[src/rtl/bitbang_pkg.sv]
// Shared types and constants for the bit-banged host interface.
// Holds the TX state type, work/nonce geometry and a saturating add helper.
package bitbang_pkg;

    localparam int WORK_BITS  = 512;
    localparam int NONCE_BITS = 32;
    localparam int BYTE_BITS  = 8;

    typedef enum logic [0:0] {
        TX_IDLE = 1'b0,
        TX_BITS = 1'b1
    } tx_state_t;

    // Byte idx of a nonce, idx 3 being the most significant byte.
    function automatic logic [BYTE_BITS-1:0] nonce_byte(input logic [NONCE_BITS-1:0] w,
                                                        input logic [1:0]            idx);
        return w[{idx, 3'b000} +: BYTE_BITS];
    endfunction

    function automatic logic [7:0] sat_add8(input logic [7:0] a, input logic [1:0] inc);
        logic [8:0] sum;
        sum = {1'b0, a} + {7'b0, inc};
        return sum[8] ? 8'hFF : sum[7:0];
    endfunction

endpackage

[src/rtl/bitbang_sync.sv]
// SYNC_STAGES-flop synchroniser for one asynchronous host pin plus one edge flop.
// PULSE=1 gives a registered rising-edge pulse, PULSE=0 the delayed level aligned to it.
module bitbang_sync
    import bitbang_pkg::*;
#(
    parameter int SYNC_STAGES = 2,
    parameter bit PULSE       = 1'b1
) (
    input  logic clk,
    input  logic rst_n,
    input  logic d,
    output logic q
);

    logic [SYNC_STAGES-1:0] chain;
    logic                   last;

    always_ff @(posedge clk or negedge rst_n) begin
        if (!rst_n) begin
            chain <= '0;
            last  <= 1'b0;
        end else begin
            chain <= {chain[SYNC_STAGES-2:0], d};
            last  <= chain[SYNC_STAGES-1];
        end
    end

    if (PULSE) begin : g_pulse
        logic rise;
        always_ff @(posedge clk or negedge rst_n) begin
            if (!rst_n) begin
                rise <= 1'b0;
            end else begin
                rise <= chain[SYNC_STAGES-1] & ~last;
            end
        end
        assign q = rise;
    end else begin : g_level
        // Same delay as the pulse path so data and strobe stay aligned.
        assign q = last;
    end

endmodule

[src/rtl/bitbang_host_if.sv]
// Host-side bit-banged work unit deserialiser and golden-nonce readback shifter.
// Define BITBANG_DROP_CNT_EN to add the saturating drop_cnt output.
module bitbang_host_if
    import bitbang_pkg::*;
#(
    parameter int SYNC_STAGES = 2,
    parameter int WORK_BYTES  = 64,
    parameter int NONCE_BYTES = 4
) (
    input  logic                    clk,
    input  logic                    rst_n,
    input  logic                    RxD,
    input  logic                    RxC,
    input  logic                    RxTxR,
    input  logic                    TxC,
    output logic                    TxD,
    output logic [WORK_BITS/2-1:0]  midstate,
    output logic [WORK_BITS/2-1:0]  data,
    output logic                    work_valid,
    input  logic [NONCE_BITS-1:0]   nonce_in,
    input  logic                    nonce_valid,
    output logic                    tx_busy
`ifdef BITBANG_DROP_CNT_EN
    ,
    output logic [7:0]              drop_cnt
`endif
);

    localparam int BC_W     = $clog2(WORK_BYTES + 1);
    localparam int BL_W     = $clog2(NONCE_BYTES + 1);
    localparam int BUF_BITS = WORK_BYTES * BYTE_BITS;
    localparam logic [BC_W-1:0] FULL_CNT  = BC_W'(WORK_BYTES);
    localparam logic [BL_W-1:0] NONCE_CNT = BL_W'(NONCE_BYTES);

    logic rxd_s, rxc_rise, rxtxr_rise, txc_rise;

    bitbang_sync #(.SYNC_STAGES(SYNC_STAGES), .PULSE(1'b0)) u_sync_rxd (
        .clk(clk), .rst_n(rst_n), .d(RxD), .q(rxd_s));
    bitbang_sync #(.SYNC_STAGES(SYNC_STAGES), .PULSE(1'b1)) u_sync_rxc (
        .clk(clk), .rst_n(rst_n), .d(RxC), .q(rxc_rise));
    bitbang_sync #(.SYNC_STAGES(SYNC_STAGES), .PULSE(1'b1)) u_sync_rxtxr (
        .clk(clk), .rst_n(rst_n), .d(RxTxR), .q(rxtxr_rise));
    bitbang_sync #(.SYNC_STAGES(SYNC_STAGES), .PULSE(1'b1)) u_sync_txc (
        .clk(clk), .rst_n(rst_n), .d(TxC), .q(txc_rise));

    // ---------------- RX: work unit deserialiser ----------------
    logic [BUF_BITS-1:0]  rx_buf;
    logic [BYTE_BITS-1:0] byte_reg;
    logic [BYTE_BITS-1:0] next_byte;
    logic [BC_W-1:0]      byte_cnt;
    logic [2:0]           bit_cnt;
    logic                 overrun;
    logic                 commit;

    assign next_byte = {rxd_s, byte_reg[BYTE_BITS-1:1]};
    assign commit    = rxtxr_rise && (byte_cnt == FULL_CNT) && (bit_cnt == 3'd0) && !overrun;

    // A framing strobe always takes priority over a coincident bit strobe.
    always_ff @(posedge clk or negedge rst_n) begin
        if (!rst_n) begin
            rx_buf     <= '0;
            byte_reg   <= '0;
            byte_cnt   <= '0;
            bit_cnt    <= '0;
            overrun    <= 1'b0;
            midstate   <= '0;
            data       <= '0;
            work_valid <= 1'b0;
        end else begin
            work_valid <= 1'b0;
            if (rxtxr_rise) begin
                if (commit) begin
                    midstate   <= rx_buf[BUF_BITS-1 -: WORK_BITS/2];
                    data       <= rx_buf[WORK_BITS/2-1:0];
                    work_valid <= 1'b1;
                end
                byte_cnt <= '0;
                bit_cnt  <= '0;
                overrun  <= 1'b0;
            end else if (rxc_rise) begin
                if (byte_cnt == FULL_CNT) begin
                    overrun <= 1'b1;
                end else begin
                    byte_reg <= next_byte;
                    bit_cnt  <= bit_cnt + 3'd1;
                    if (bit_cnt == 3'd7) begin
                        rx_buf   <= {rx_buf[BUF_BITS-BYTE_BITS-1:0], next_byte};
                        byte_cnt <= byte_cnt + BC_W'(1);
                    end
                end
            end
        end
    end

    // ---------------- TX: nonce slots and poll shifter ----------------
    tx_state_t             state;
    logic [BYTE_BITS-1:0]  cur_byte;
    logic [2:0]            bit_idx;
    logic                  cur_live;
    logic [BL_W-1:0]       bytes_left, bytes_left_n;
    logic                  pend_valid, pend_valid_n;
    logic [NONCE_BITS-1:0] pend_nonce, pend_nonce_n;
    logic                  shad_valid, shad_valid_n;
    logic [NONCE_BITS-1:0] shad_nonce, shad_nonce_n;
    logic                  tx_start, byte_done;
`ifdef BITBANG_DROP_CNT_EN
    logic [1:0]            drop_inc;
`endif

    assign tx_start  = txc_rise && (state == TX_IDLE) && pend_valid &&
                       (bytes_left != '0) && !commit;
    assign byte_done = txc_rise && (state == TX_BITS) && (bit_idx == 3'd7);
    assign tx_busy   = pend_valid || shad_valid || (state == TX_BITS);

    always_ff @(posedge clk or negedge rst_n) begin
        if (!rst_n) begin
            state    <= TX_IDLE;
            TxD      <= 1'b0;
            cur_byte <= '0;
            bit_idx  <= '0;
        end else if (txc_rise) begin
            case (state)
                TX_IDLE: begin
                    if (tx_start) begin
                        TxD      <= 1'b1;
                        cur_byte <= nonce_byte(pend_nonce, 2'(bytes_left - BL_W'(1)));
                        bit_idx  <= '0;
                        state    <= TX_BITS;
                    end else begin
                        TxD <= 1'b0;
                    end
                end
                TX_BITS: begin
                    TxD     <= cur_byte[bit_idx];
                    bit_idx <= bit_idx + 3'd1;
                    if (bit_idx == 3'd7) begin
                        state <= TX_IDLE;
                    end
                end
                default: state <= TX_IDLE;
            endcase
        end
    end

    // cur_live marks that the byte on the wire still belongs to the pending
    // nonce; a flushed byte finishes shifting without touching the new slots.
    always_ff @(posedge clk or negedge rst_n) begin
        if (!rst_n) begin
            cur_live <= 1'b0;
        end else if (commit) begin
            cur_live <= 1'b0;
        end else if (tx_start) begin
            cur_live <= 1'b1;
        end else if (byte_done) begin
            cur_live <= 1'b0;
        end
    end

    always_comb begin
        pend_valid_n = pend_valid;
        pend_nonce_n = pend_nonce;
        shad_valid_n = shad_valid;
        shad_nonce_n = shad_nonce;
        bytes_left_n = bytes_left;
`ifdef BITBANG_DROP_CNT_EN
        drop_inc = 2'd0;
`endif
        if (byte_done && cur_live) begin
            if (bytes_left == BL_W'(1)) begin
                if (shad_valid) begin
                    pend_nonce_n = shad_nonce;
                    bytes_left_n = NONCE_CNT;
                    shad_valid_n = 1'b0;
                end else begin
                    pend_valid_n = 1'b0;
                    bytes_left_n = '0;
                end
            end else begin
                bytes_left_n = bytes_left - BL_W'(1);
            end
        end
        if (nonce_valid) begin
            if (!pend_valid_n) begin
                pend_valid_n = 1'b1;
                pend_nonce_n = nonce_in;
                bytes_left_n = NONCE_CNT;
            end else begin
`ifdef BITBANG_DROP_CNT_EN
                if (shad_valid_n) drop_inc = 2'd1;
`endif
                shad_valid_n = 1'b1;
                shad_nonce_n = nonce_in;
            end
        end
        if (commit) begin
`ifdef BITBANG_DROP_CNT_EN
            drop_inc = drop_inc + {1'b0, pend_valid_n} + {1'b0, shad_valid_n};
`endif
            pend_valid_n = 1'b0;
            shad_valid_n = 1'b0;
            bytes_left_n = '0;
        end
    end

    always_ff @(posedge clk or negedge rst_n) begin
        if (!rst_n) begin
            pend_valid <= 1'b0;
            pend_nonce <= '0;
            shad_valid <= 1'b0;
            shad_nonce <= '0;
            bytes_left <= '0;
        end else begin
            pend_valid <= pend_valid_n;
            pend_nonce <= pend_nonce_n;
            shad_valid <= shad_valid_n;
            shad_nonce <= shad_nonce_n;
            bytes_left <= bytes_left_n;
        end
    end

`ifdef BITBANG_DROP_CNT_EN
    always_ff @(posedge clk or negedge rst_n) begin
        if (!rst_n) begin
            drop_cnt <= '0;
        end else begin
            drop_cnt <= sat_add8(drop_cnt, drop_inc);
        end
    end
`endif

endmodule

[config.mk]
export PLATFORM = sky130hd
export DESIGN_NAME = bitbang_host_if
export DESIGN_NICKNAME = d
export VERILOG_FILES = /design/src/rtl/bitbang_pkg.sv /design/src/rtl/bitbang_sync.sv /design/src/rtl/bitbang_host_if.sv
export SDC_FILE = /design/constraint.sdc
export NUM_CORES = 2
export LEC_CHECK = 0
export BUFFER_PORTS_ARGS = -buffer_cell sky130_fd_sc_hd__buf_4
export CELL_PAD_IN_SITES_DETAIL_PLACEMENT = 1
export CELL_PAD_IN_SITES_GLOBAL_PLACEMENT = 1
export CORE_ASPECT_RATIO = 1.4
export CORE_MARGIN = 2
export CORE_UTILIZATION = 40
export DETAILED_ROUTE_END_ITERATION = 16
export HOLD_SLACK_MARGIN = 0.02
export PLACE_DENSITY = 0.78
export SYNTH_ARGS = -nofsm -noshare
export SYNTH_HDL_FRONTEND = slang
export SYNTH_SLANG_ARGS = --single-unit
[constraint.sdc]
create_clock -name clk -period 5.2 [get_ports clk]
set_input_delay 1.56 -clock clk [delete_from_list [all_inputs] [get_ports clk]]
set_output_delay 1.56 -clock clk [all_outputs]
set_load 0.03 [all_outputs]
==> flow_summary.toml <==
[clock_tree]
numCtsBuffers = 109
hold_buffers = 0
htreeDepth = 3
cts_resized = 0
clk_pin_slew_ns = 0.06
cts_tree = "done"
cts_root_buffer = "clkbuf_16"
cts.sinks = 1141
cts_setup_buffers = 0
clk_latency_ns = 0.70
clk_path_buf_depth = 3

[synthesis]
netlist.area_leader.share = 0.664
synth_cells = 3649
ys_types = 37
syn-cell-area_sq_mm = 0.0430
synth_top_area_cell = "dfrtp_1"
ys_ff_latch = 1141
synth.area.top_cells = "dfrtp_1, nand2_1, mux2_2"
syn_avg_cell_area_sq_um = 11.8
synth_warnings = 0
yosysSeqAreaShare = 0.664
syn_nets = 3698

[floorplanning]
ios = 554
die_y_um = 392
die_w_um = 281
die_area_sq_mm = 0.110
core_sq_mm = 0.107
num_rows = 142
start_util = 0.403

[sta]
fin_crit_ns = 3.62
maxSlewViolCount = 0
fin_setup_tns_ns = 0
worst_pin_slew_ns = 1.33
hold_slack_ns = 0.357
finalCritPeriodShare = 0.696
setup_viol = 0
slew_headroom = 0.112
rsz0062_at_grt = "no"
finalWorstSetupSlack_ns = 1.58
fmax_ghz = 0.276
fin_skew_ns = 0.0340
hold_violations = 0

[power_and_ir_drop]
power.switching_mw = 4.00
leakagePower_nw = 28.8
clock_power_share = 0.463
power_density_mw_per_mm2 = 346
power_frac_seq = 0.505
p_sw_frac = 0.220
p_int_mw = 14.1
combPwrFrac = 0.032
vdd_drop_max_mv = 0.255

[min_path]
worstHoldStart = "u_sync_rxtxr.chain[0]"
worstHoldPathType = "flip-flop to flip-flop"

[setup_path]
worstSetupPathType = "flip-flop to flip-flop"
worst_setup_path_start_kind = "flip-flop"
required_ns = 5.80
crit_arrival_ns = 4.22
worst_setup_path_end_kind = "flip-flop"
crit_fanout = 119
setup.worst_path.start = "u_sync_rxtxr.q"
rr_startpoint = "u_sync_rxtxr.q"

[cells_and_area]
layout-drive-gt1-share = 0.305
nNetsFinal = 4205
reg.largest.list = "rx_buf: 512 flops, data: 256 flops, midstate: 256 flops"
largest-register = "rx_buf"
fin_cells = 5688
area_growth_pct = 21.9
largest_reg_flops = 512
fill_cells = 11200
n_antenna_cell = 0

[outcome]
status = "complete, no violations"

[run]
maxCapViolations = 0

[routing]
routedWlPerCell_um = 20.4
viasPerCell = 4.93
antenna_left = 0
first_pass_iters = 7
routed_wl_um = 116000
post-route-drc-count = 0
vias = 28100
drt_iter0_drc = 1499

[global_route]
grt_max_degree = 210
grt_use_total = 0.211
grt_pass1_wl_um = 180000
antenna_found_initial = 2
grt_pass1_vias = 30600
overflow = 0

[place]
gp_congestion = 0.794
numPortBuffers = 553
dpl.hpwl_um = 76900
place_inst = 5485
pre_cts_slack_ns = 1.58
## critical path: stages, from the launching register on
cell and delay (ns):
dfrtp_1 0.65, nor4bb_1 0.58, nand3_4 0.57, inv_8 0.74, buf_4 0.62, nand2_1 0.15
nand2_1 0.10
## final timing paths
kind | endpoint | slack, ns | depth (start not counted)
hold / removal | u_sync_rxtxr.chain[1] | 0.36 | 0
hold reg to reg | u_sync_rxtxr.chain[1] | 0.36 | 0
setup reg to reg | midstate[199] | 1.58 | 6
setup / recovery | midstate[199] | 1.58 | 6
max in group asynchronous | rx_buf[146] | 3.07 | 3
min in group asynchronous | rx_buf[445] | 0.78 | 1
## layout make-up
| cell class | instances | area, sq um | share of cell area |
|---|---|---|---|
| Clock buffer | 150 | 3120 | 0.0595 |
| Clock inverter | 53 | 689 | 0.0131 |
| Inverter | 8 | 37.5 | 0.000716 |
| Multi-Input combinational cell | 2310 | 13600 | 0.260 |
| Sequential cell | 1141 | 28600 | 0.544 |
| Tap cell | 1440 | 1800 | 0.0344 |
| Timing Repair Buffer | 586 | 4610 | 0.0878 |
## cell usage in the layout (no fill, tap or decap), drive strengths merged, types with 3 or more instances in the layout
master	n
nand2	1550
mux4	9
a21oi	43
nor2	43
xnor2	3
nor2b	5
clkinvlp	4
mux2i	36
nand2b	4
buf	586
clkbuf	150
or3	6
ha	10
mux2	560
dfrtp	1141
bufinv	13
nand3	13
clkinv	31
o21ai	9
inv	13
## cells in the mapped netlist
library cell  instances
a211oi_4              1
nand4_1               2
dfrtp_1            1141
a21boi_0              1
nor2b_1               5
a31oi_1               1
nor3b_1               1
mux4_2                9
xnor2_1               3
o21ai_0               9
a21oi_1              43
clkinv_1              1
clkbuf_1            109
nand2_1            1549
a211oi_1              1
nand2_4               1
nor4bb_1              2
and4_1                1
inv_1                 7
a21o_1                2
or3_1                 6
o311ai_0              1
o311a_1               1
nand2b_1              4
mux2_2              508
buf_4                11
mux2_1               52
nand3b_1              2
and4bb_4              1
nor2_1               43
nand3_1              13
buf_2                56
nor3_1                2
mux2i_1              36
buf_6                 4
buf_1                10
ha_1                 10
## power by group through the flow
stage               Combinational, mW  Clock [mW]  Sequential [mW]
floorplan                       0.302           0             9.26
global placement                0.582           0             9.31
detailed placement              0.606           0             9.32
CTS                             0.611        8.61             9.16
global route                    0.661        8.93             9.18
finish                          0.588        8.39             9.16
## layer usage
metal,global-route usage,routed length (um),vias to the layer above
met1,0.260,47400,14600
met2,0.367,59000,565
li1,-,-,12700
met4,0.0701,3230,4
met5,0,23,-
met3,0.0462,6360,153
## logic make-up after synthesis
| group | count (synthesis) | share of synthesized area |
|---|---|---|
| AOI/OAI and AO/OA | 60 | 0.00779 |
| xor gates and xnor gates | 3 | 0.000611 |
| adders and majority gates | 10 | 0.00291 |
| buffers and inverters | 198 | 0.0206 |
| DFF | 1141 | 0.664 |
| muxes | 605 | 0.160 |
| and+or+nand+nor | 1632 | 0.145 |
## stage by stage
step,power (mW),util,cell area (sq um)
after floorplan,9.56,-,43000
after global placement,9.89,0.456,48600
after detailed placement,9.93,0.456,48600
after CTS,18.4,0.491,52500
after global routing,18.8,0.491,52500
final,18.1,0.491,52500
Power figures use the tool's default switching activity.
